==> src/rtl/uart_dma_pkg.sv <==
// Shared types and constants for the UART DMA responder.
// Contents: FSM state enum, DMA direction encodings, full-word Wishbone select.
package uart_dma_pkg;

   typedef enum logic [2:0] {
      ST_IDLE   = 3'd0,
      ST_ACK    = 3'd1,
      ST_RD_BUS = 3'd2,
      ST_PUSH   = 3'd3,
      ST_PULL   = 3'd4,
      ST_WR_BUS = 3'd5,
      ST_DONE   = 3'd6
   } dma_state_e;

   localparam logic       DMA_DIR_TX  = 1'b0;
   localparam logic       DMA_DIR_RX  = 1'b1;
   localparam logic [3:0] WB_SEL_WORD = 4'hF;

   localparam int unsigned ADDR_W = 32;
   localparam int unsigned DATA_W = 32;
   localparam int unsigned LEN_W  = 16;

endpackage

==> src/rtl/uart_dma_engine.sv <==
// DMA responder for the UART request/ack DMA port. Accepts a transfer request
// (direction, start address, beat count) and moves 32-bit words between the
// UART and memory through a single-outstanding Wishbone master.
// Ports:
//   clk, rst                     clock, synchronous active-high reset
//   dma_req_i/ack_o/dir_i/addr_i/len_i   request handshake and descriptor
//   dma_valid_o/ready_i/rdata_o/wdata_i  per-word UART handshake
//   wbm_*                        Wishbone master request/response
//   busy_o, done_o, err_o, xfer_cnt_o    status
// Every output is a flop; output next-values are decoded from the next state.
module uart_dma_engine
   import uart_dma_pkg::*;
#(
   parameter int unsigned ADDR_STEP = 4
) (
   input  logic                clk,
   input  logic                rst,
   input  logic                dma_req_i,
   output logic                dma_ack_o,
   input  logic                dma_dir_i,
   input  logic [ADDR_W-1:0]   dma_addr_i,
   input  logic [LEN_W-1:0]    dma_len_i,
   output logic                dma_valid_o,
   output logic [DATA_W-1:0]   dma_rdata_o,
   input  logic                dma_ready_i,
   input  logic [DATA_W-1:0]   dma_wdata_i,
   output logic [ADDR_W-1:0]   wbm_adr_o,
   output logic [DATA_W-1:0]   wbm_dat_o,
   output logic [3:0]          wbm_sel_o,
   output logic                wbm_we_o,
   output logic                wbm_stb_o,
   output logic                wbm_cyc_o,
   input  logic [DATA_W-1:0]   wbm_dat_i,
   input  logic                wbm_ack_i,
   input  logic                wbm_err_i,
   output logic                busy_o,
   output logic                done_o,
   output logic                err_o,
   output logic [LEN_W-1:0]    xfer_cnt_o
);

   dma_state_e         state_q, state_d;
   logic               dir_q, dir_d;
   logic [ADDR_W-1:0]  addr_q, addr_d;
   logic [LEN_W-1:0]   rem_q, rem_d;
   logic [LEN_W-1:0]   cnt_q, cnt_d;
   logic [DATA_W-1:0]  buf_q, buf_d;
   logic               abort_q, abort_d;
   logic               beat;
   logic               bus_req_q, bus_req_d;
   logic               ack_d, valid_d, we_d, busy_d, done_d, err_d;
   logic [3:0]         sel_d;

   // Next-state, datapath and registered-output decode.
   always_comb begin
      state_d = state_q;
      dir_d   = dir_q;
      addr_d  = addr_q;
      rem_d   = rem_q;
      cnt_d   = cnt_q;
      buf_d   = buf_q;
      abort_d = abort_q;
      beat    = 1'b0;

      case (state_q)
         ST_IDLE: begin
            if (dma_req_i) begin
               dir_d   = dma_dir_i;
               addr_d  = dma_addr_i;
               rem_d   = dma_len_i;
               cnt_d   = '0;
               abort_d = 1'b0;
               state_d = ST_ACK;
            end
         end
         ST_ACK: begin
            if (rem_q == '0)              state_d = ST_DONE;
            else if (dir_q == DMA_DIR_RX) state_d = ST_PULL;
            else                          state_d = ST_RD_BUS;
         end
         ST_RD_BUS: begin
            // err wins over ack when both arrive together
            if (wbm_err_i) begin
               abort_d = 1'b1;
               state_d = ST_DONE;
            end else if (wbm_ack_i) begin
               buf_d   = wbm_dat_i;
               state_d = ST_PUSH;
            end
         end
         ST_PUSH: begin
            if (dma_ready_i) beat = 1'b1;
         end
         ST_PULL: begin
            if (dma_ready_i) begin
               buf_d   = dma_wdata_i;
               state_d = ST_WR_BUS;
            end
         end
         ST_WR_BUS: begin
            if (wbm_err_i) begin
               abort_d = 1'b1;
               state_d = ST_DONE;
            end else if (wbm_ack_i) begin
               beat = 1'b1;
            end
         end
         ST_DONE: state_d = ST_IDLE;
         default: state_d = ST_IDLE;
      endcase

      // Beat completion; the address wraps modulo 2^32 by design.
      if (beat) begin
         cnt_d  = cnt_q + LEN_W'(1);
         addr_d = addr_q + ADDR_W'(ADDR_STEP);
         rem_d  = rem_q - LEN_W'(1);
         if (rem_q == LEN_W'(1))       state_d = ST_DONE;
         else if (dir_q == DMA_DIR_RX) state_d = ST_PULL;
         else                          state_d = ST_RD_BUS;
      end

      ack_d     = (state_d == ST_ACK);
      valid_d   = (state_d == ST_PUSH) || (state_d == ST_PULL);
      bus_req_d = (state_d == ST_RD_BUS) || (state_d == ST_WR_BUS);
      we_d      = (state_d == ST_WR_BUS);
      sel_d     = bus_req_d ? WB_SEL_WORD : 4'h0;
      busy_d    = (state_d != ST_IDLE);
      done_d    = (state_d == ST_DONE);
      err_d     = done_d && abort_d;
   end

   // State, datapath and output registers.
   always_ff @(posedge clk) begin
      if (rst) begin
         state_q     <= ST_IDLE;
         dir_q       <= 1'b0;
         addr_q      <= '0;
         rem_q       <= '0;
         cnt_q       <= '0;
         buf_q       <= '0;
         abort_q     <= 1'b0;
         bus_req_q   <= 1'b0;
         dma_ack_o   <= 1'b0;
         dma_valid_o <= 1'b0;
         wbm_we_o    <= 1'b0;
         wbm_sel_o   <= 4'h0;
         busy_o      <= 1'b0;
         done_o      <= 1'b0;
         err_o       <= 1'b0;
      end else begin
         state_q     <= state_d;
         dir_q       <= dir_d;
         addr_q      <= addr_d;
         rem_q       <= rem_d;
         cnt_q       <= cnt_d;
         buf_q       <= buf_d;
         abort_q     <= abort_d;
         bus_req_q   <= bus_req_d;
         dma_ack_o   <= ack_d;
         dma_valid_o <= valid_d;
         wbm_we_o    <= we_d;
         wbm_sel_o   <= sel_d;
         busy_o      <= busy_d;
         done_o      <= done_d;
         err_o       <= err_d;
      end
   end

   assign wbm_stb_o   = bus_req_q;
   assign wbm_cyc_o   = bus_req_q;
   assign wbm_adr_o   = addr_q;
   assign wbm_dat_o   = buf_q;
   assign dma_rdata_o = buf_q;
   assign xfer_cnt_o  = cnt_q;

endmodule

==> config.mk <==
export PLATFORM = sky130hd
export DESIGN_NAME = uart_dma_engine
export DESIGN_NICKNAME = d
export VERILOG_FILES = /design/src/rtl/uart_dma_pkg.sv /design/src/rtl/uart_dma_engine.sv
export SDC_FILE = /design/constraint.sdc
export NUM_CORES = 1
export LEC_CHECK = 0
export BUFFER_PORTS_ARGS = -buffer_cell sky130_fd_sc_hd__buf_2
export CELL_PAD_IN_SITES_DETAIL_PLACEMENT = 1
export CELL_PAD_IN_SITES_GLOBAL_PLACEMENT = 2
export CORE_ASPECT_RATIO = 0.9
export CORE_MARGIN = 1.5
export CORE_UTILIZATION = 24
export DETAILED_ROUTE_END_ITERATION = 12
export PLACE_DENSITY = 0.85
export RECOVER_POWER = 25
export SETUP_SLACK_MARGIN = 0.15
export SLEW_MARGIN = 20
export SYNTH_ARGS = -nofsm -noshare
export SYNTH_HDL_FRONTEND = slang
export SYNTH_SLANG_ARGS = --single-unit
==> constraint.sdc <==
create_clock -name clk -period 2 [get_ports clk]
set_input_delay 0.4 -clock clk [delete_from_list [all_inputs] [get_ports clk]]
set_output_delay 0.4 -clock clk [all_outputs]
set_load 0.02 [all_outputs]
==> summary.md <==
| Metric | Value |
|---|---|
| Power Internal | roughly 6 mW |
| Largest voltage drop on the vdd net | 0.615 mV |
| Critical-path maximum fanout | 2 |
| Minimum setup slack among reg-to-reg paths | 30 ps |
| Static Leak | around 3.3 nW |
| Status | finished, final reports clean |
| Synth cell types | 55 |
| Total of max-cap violations | 0 |
| Combined area of all synthesized cells | between 5000 and 6000 µm² |
| Number of buffers inserted by port buffering | ~240 |
| Pwr Density | ~1300 nW/µm² |
| Detailed-route wire length per cell | between 15 and 20 µm |
| Number of clock sinks | between 100 and 150 |
| Layout overhead on the synthesized area | 39.2% |
| Grt total ovfl | 0 |
| Crit Reg-Reg Endpoint | dma_valid_o |
| Clock tree from TritonCTS | yes |
| Worst setup SP type | register |
| H-tree depth | 3 |
| HPWL Detailed | approximately 16 mm |
| Path depth of the worst reg2reg path | 6 |
| CTS buffer count | 9 |
| Number of enable flip-flop cells after synthesis | 0 |
| Width of the die | about 170 µm |
| Most common cell after layout, fill and taps aside | sky130_fd_sc_hd__buf_2 |
| Drt first-iter violations | just under 300 |
| I/O pin cnt | roughly 240 |
| Final-report max-slew violation count | 0 |
| Nature of the critical path endpoint | register |
| Final setup skew | between 9 and 10 ps |
| Worst Hold Class | input pin to register |
| Number of antenna violations at the first check in global routing | 1 |
| Initial core utilization | 24.4% |
| Leading register cell type out of synthesis | sky130_fd_sc_hd__dfxtp_1 |
| Required @ worst endpoint | between 2000 and 2500 ps |
| Switching power as a share of total power | 44.3% |
| Most used cells in the layout excluding fill and tap cells | 241 x sky130_fd_sc_hd__buf_2, 93 x sky130_fd_sc_hd__dfxtp_1, 66 x sky130_fd_sc_hd__nor2_1 |
| Share of post-route cells with drive strength above 1 | 40.9% |
| Gate count of the mapped netlist | just under 700 |
| Proportion of synthesized chip area in sequential cells | a little under two fifths |
| Sum of negative setup slack | 0 ps |
| Average instance area after synthesis | 8.33 µm² |
| Worst setup timing slack at the placement stage | -108 ps |
| Share of async-settable or async-resettable flops after synthesis | 0% |
| Reported net switching power | ~4.7 mW |
| Post-route clock period utilization | between 90% and 100% |
| Post-Route WL | ~21 mm |
| Row cnt | 53 |
| Final setup violation count | 0 |
| Peak Freq | slightly above 500 MHz |
| Wire length of the first global-routing pass | ~31 mm |
| First-pass iteration count of the detailed router | 4 |
| Vias in the first global route | between 5000 and 6000 |
| Part of the power in the clock network | 17.0% |
| Placeable core region | between 20000 and 25000 µm² |
| Final antenna-violating net count | 0 |
| Type of the worst setup path | register to register |
| Total number of nets in the final design | roughly 1000 |
| Clock root buffer master | sky130_fd_sc_hd__clkbuf_16 |
| GP Congestion | 0.819 |
| Net count of the mapped netlist | 805 |
| Share of power burned in registers | 30.3% |
| Shortest clock period the worst path allows after layout | 1970 ps |
| Area enclosed by the die boundary | 24600 µm² |
| Final worst hold slack | ~270 ps |
| Arrival time of the worst setup path | roughly 2300 ps |
| Worst path setup slack after routing | just under 30 ps |
| Launch instance of the worst register-to-register path | rem_q[5] |
| Worst rel slew slack | roughly three fifths |
| Startpoint of the most critical setup path | rem_q[5] |
| Final hold violations | 0 |
| Beginning of the worst hold path | dma_addr_i[17] |
| Number of DRC violations after detailed routing | 0 |
| Overall global routing resource usage | between 10% and 20% |
| Die Span Y | ~150 µm |
| Detailed-route via count | 6137 |
| Clock-pin slew on the worst setup and hold paths | 80 ps |
| Detail-routed via count per cell | roughly 5.0 |
| Yosys synthesis warning count | 0 |
| Worst setup path end | dma_valid_o |
| Comb pwr share | 52.7% |
| Clock network latency to the later pin of the worst-skew pair | 360 ps |
| Setup repair after global routing missed its margin | true |
| Synthesis-stage register bit count | approximately 110 |
| Largest net degree at the start of global routing | 69 |
| Buffers from clock root to sink, at most | 2 |
| Worst-margin pin slew | just under 600 ps |
==> how the worst min path moves through the flow <==
| stage | end | depth (start not counted) | slack, ps |
|---|---|---|---|
| detailed placement | wbm_adr_o[0] | 2 | 450 |
| finish | wbm_adr_o[17] | 3 | 270 |
| global route | wbm_adr_o[21] | 3 | 270 |
| global placement | wbm_adr_o[1] | 2 | 440 |
| floorplan | dir_q | 2 | 450 |
| CTS | wbm_adr_o[0] | 3 | 260 |
==> per-stage QoR <==
step / util, % / total power [mW] / cells / area [µm²]
2_1_floorplan: - / 6.60 / 682 / 5720
3_5_place_dp: 31.5 / 8.33 / 1198 / 7340
5_1_grt: 34.0 / 11.3 / 1219 / 7910
3_3_place_gp: 31.5 / 8.25 / 1198 / 7340
6_report: 34.0 / 10.6 / 1220 / 7910
4_1_cts: 33.1 / 10.3 / 1214 / 7710
==> metal layers <==
| metal | routed length [µm] | share of wire [%] | global-route usage [%] |
|---|---|---|---|
| met3 | 1330 | 6.2 | 4.09 |
| met4 | 268 | 1.3 | 4.28 |
| met1 | 9610 | 45 | 21.0 |
| met2 | 10200 | 48 | 27.1 |
| met5 | 0 | 0 | 0 |
==> power groups by stage <==
stage	Combinational (mW)	Clock, mW	Sequential (mW)
floorplan	2.99	0	3.61
global placement	5.06	0	3.19
CTS	5.29	1.87	3.18
finish	5.57	1.79	3.20
detailed placement	5.13	0	3.20
global route	6.08	1.96	3.29
==> cell usage after synthesis, drive strengths merged, types with 6 or more instances <==
cell	instances	area share [%]
a211oi	37	4.9
a21oi	45	4.0
a22oi	13	1.7
a2bb2oi	6	0.92
a31oi	15	1.7
and3	13	1.4
buf	48	5.8
clkbuf	32	2.1
dfxtp	108	38
inv	11	0.73
mux2i	32	5.6
nand2	58	3.8
nand3	28	2.5
nand4	17	1.9
nor2	68	4.5
nor3	8	0.70
nor4	10	1.1
o211ai	14	1.8
o21ai	11	1.2
o22ai	7	0.77
or3	10	1.1
or4	8	1.1
xor2	10	1.5
==> flip-flops by register name (all words and copies together), names as in the netlist <==
name and count:
state_q 3, dma_rdata_o 32, rem_q 16, wbm_sel_o 1, done_o 1, dma_ack_o 1, wbm_we_o 1, err_o 1
dir_q 1, dma_valid_o 1, xfer_cnt_o 16, wbm_adr_o 32, busy_o 1, abort_q 1
==> logic make-up (layout without fill, tap and decap cells) <==
family / after synthesis / in the layout / synth area share, %
DFF: 108 / 108 / 38.0
and+or+nand+nor: 248 / 248 / 22.0
muxes: 36 / 36 / 6.43
other: 0 / 1 / 0
buffers and inverters: 91 / 326 / 8.63
adders and majority gates: 4 / 4 / 0.881
xor gates and xnor gates: 13 / 13 / 2.00
AOI/OAI and AO/OA: 182 / 182 / 22.1
==> what timing repair did <==
item,in CTS,in global routing
cloned,0,2
pin swaps,5,10
hold endpoints to repair,0,0
gates resized for setup,16,37
setup endpoints to repair,17,84
hold buffers,0,0
buffers inserted,0,3
==> final cells by class <==
class | instances | area (µm²)
fillers | 2769 | 15400
multi-input cells | 483 | 3240
flip-flops and latches | 108 | 2190
repair buffers | 299 | 1770
well taps | 302 | 378
clock buffers | 12 | 256
inverters | 11 | 41.3
clock inverters | 4 | 33.8
diodes | 1 | 2.50
==> critical path: stages (launching register included) <==
cell	delay, ps
sky130_fd_sc_hd__dfxtp_2	340
sky130_fd_sc_hd__nor4_4	300
sky130_fd_sc_hd__buf_4	160
sky130_fd_sc_hd__nand4_1	130
sky130_fd_sc_hd__or4b_4	510
sky130_fd_sc_hd__a211o_1	280
sky130_fd_sc_hd__a21oi_2	170
Power figures use the tool's default switching activity.
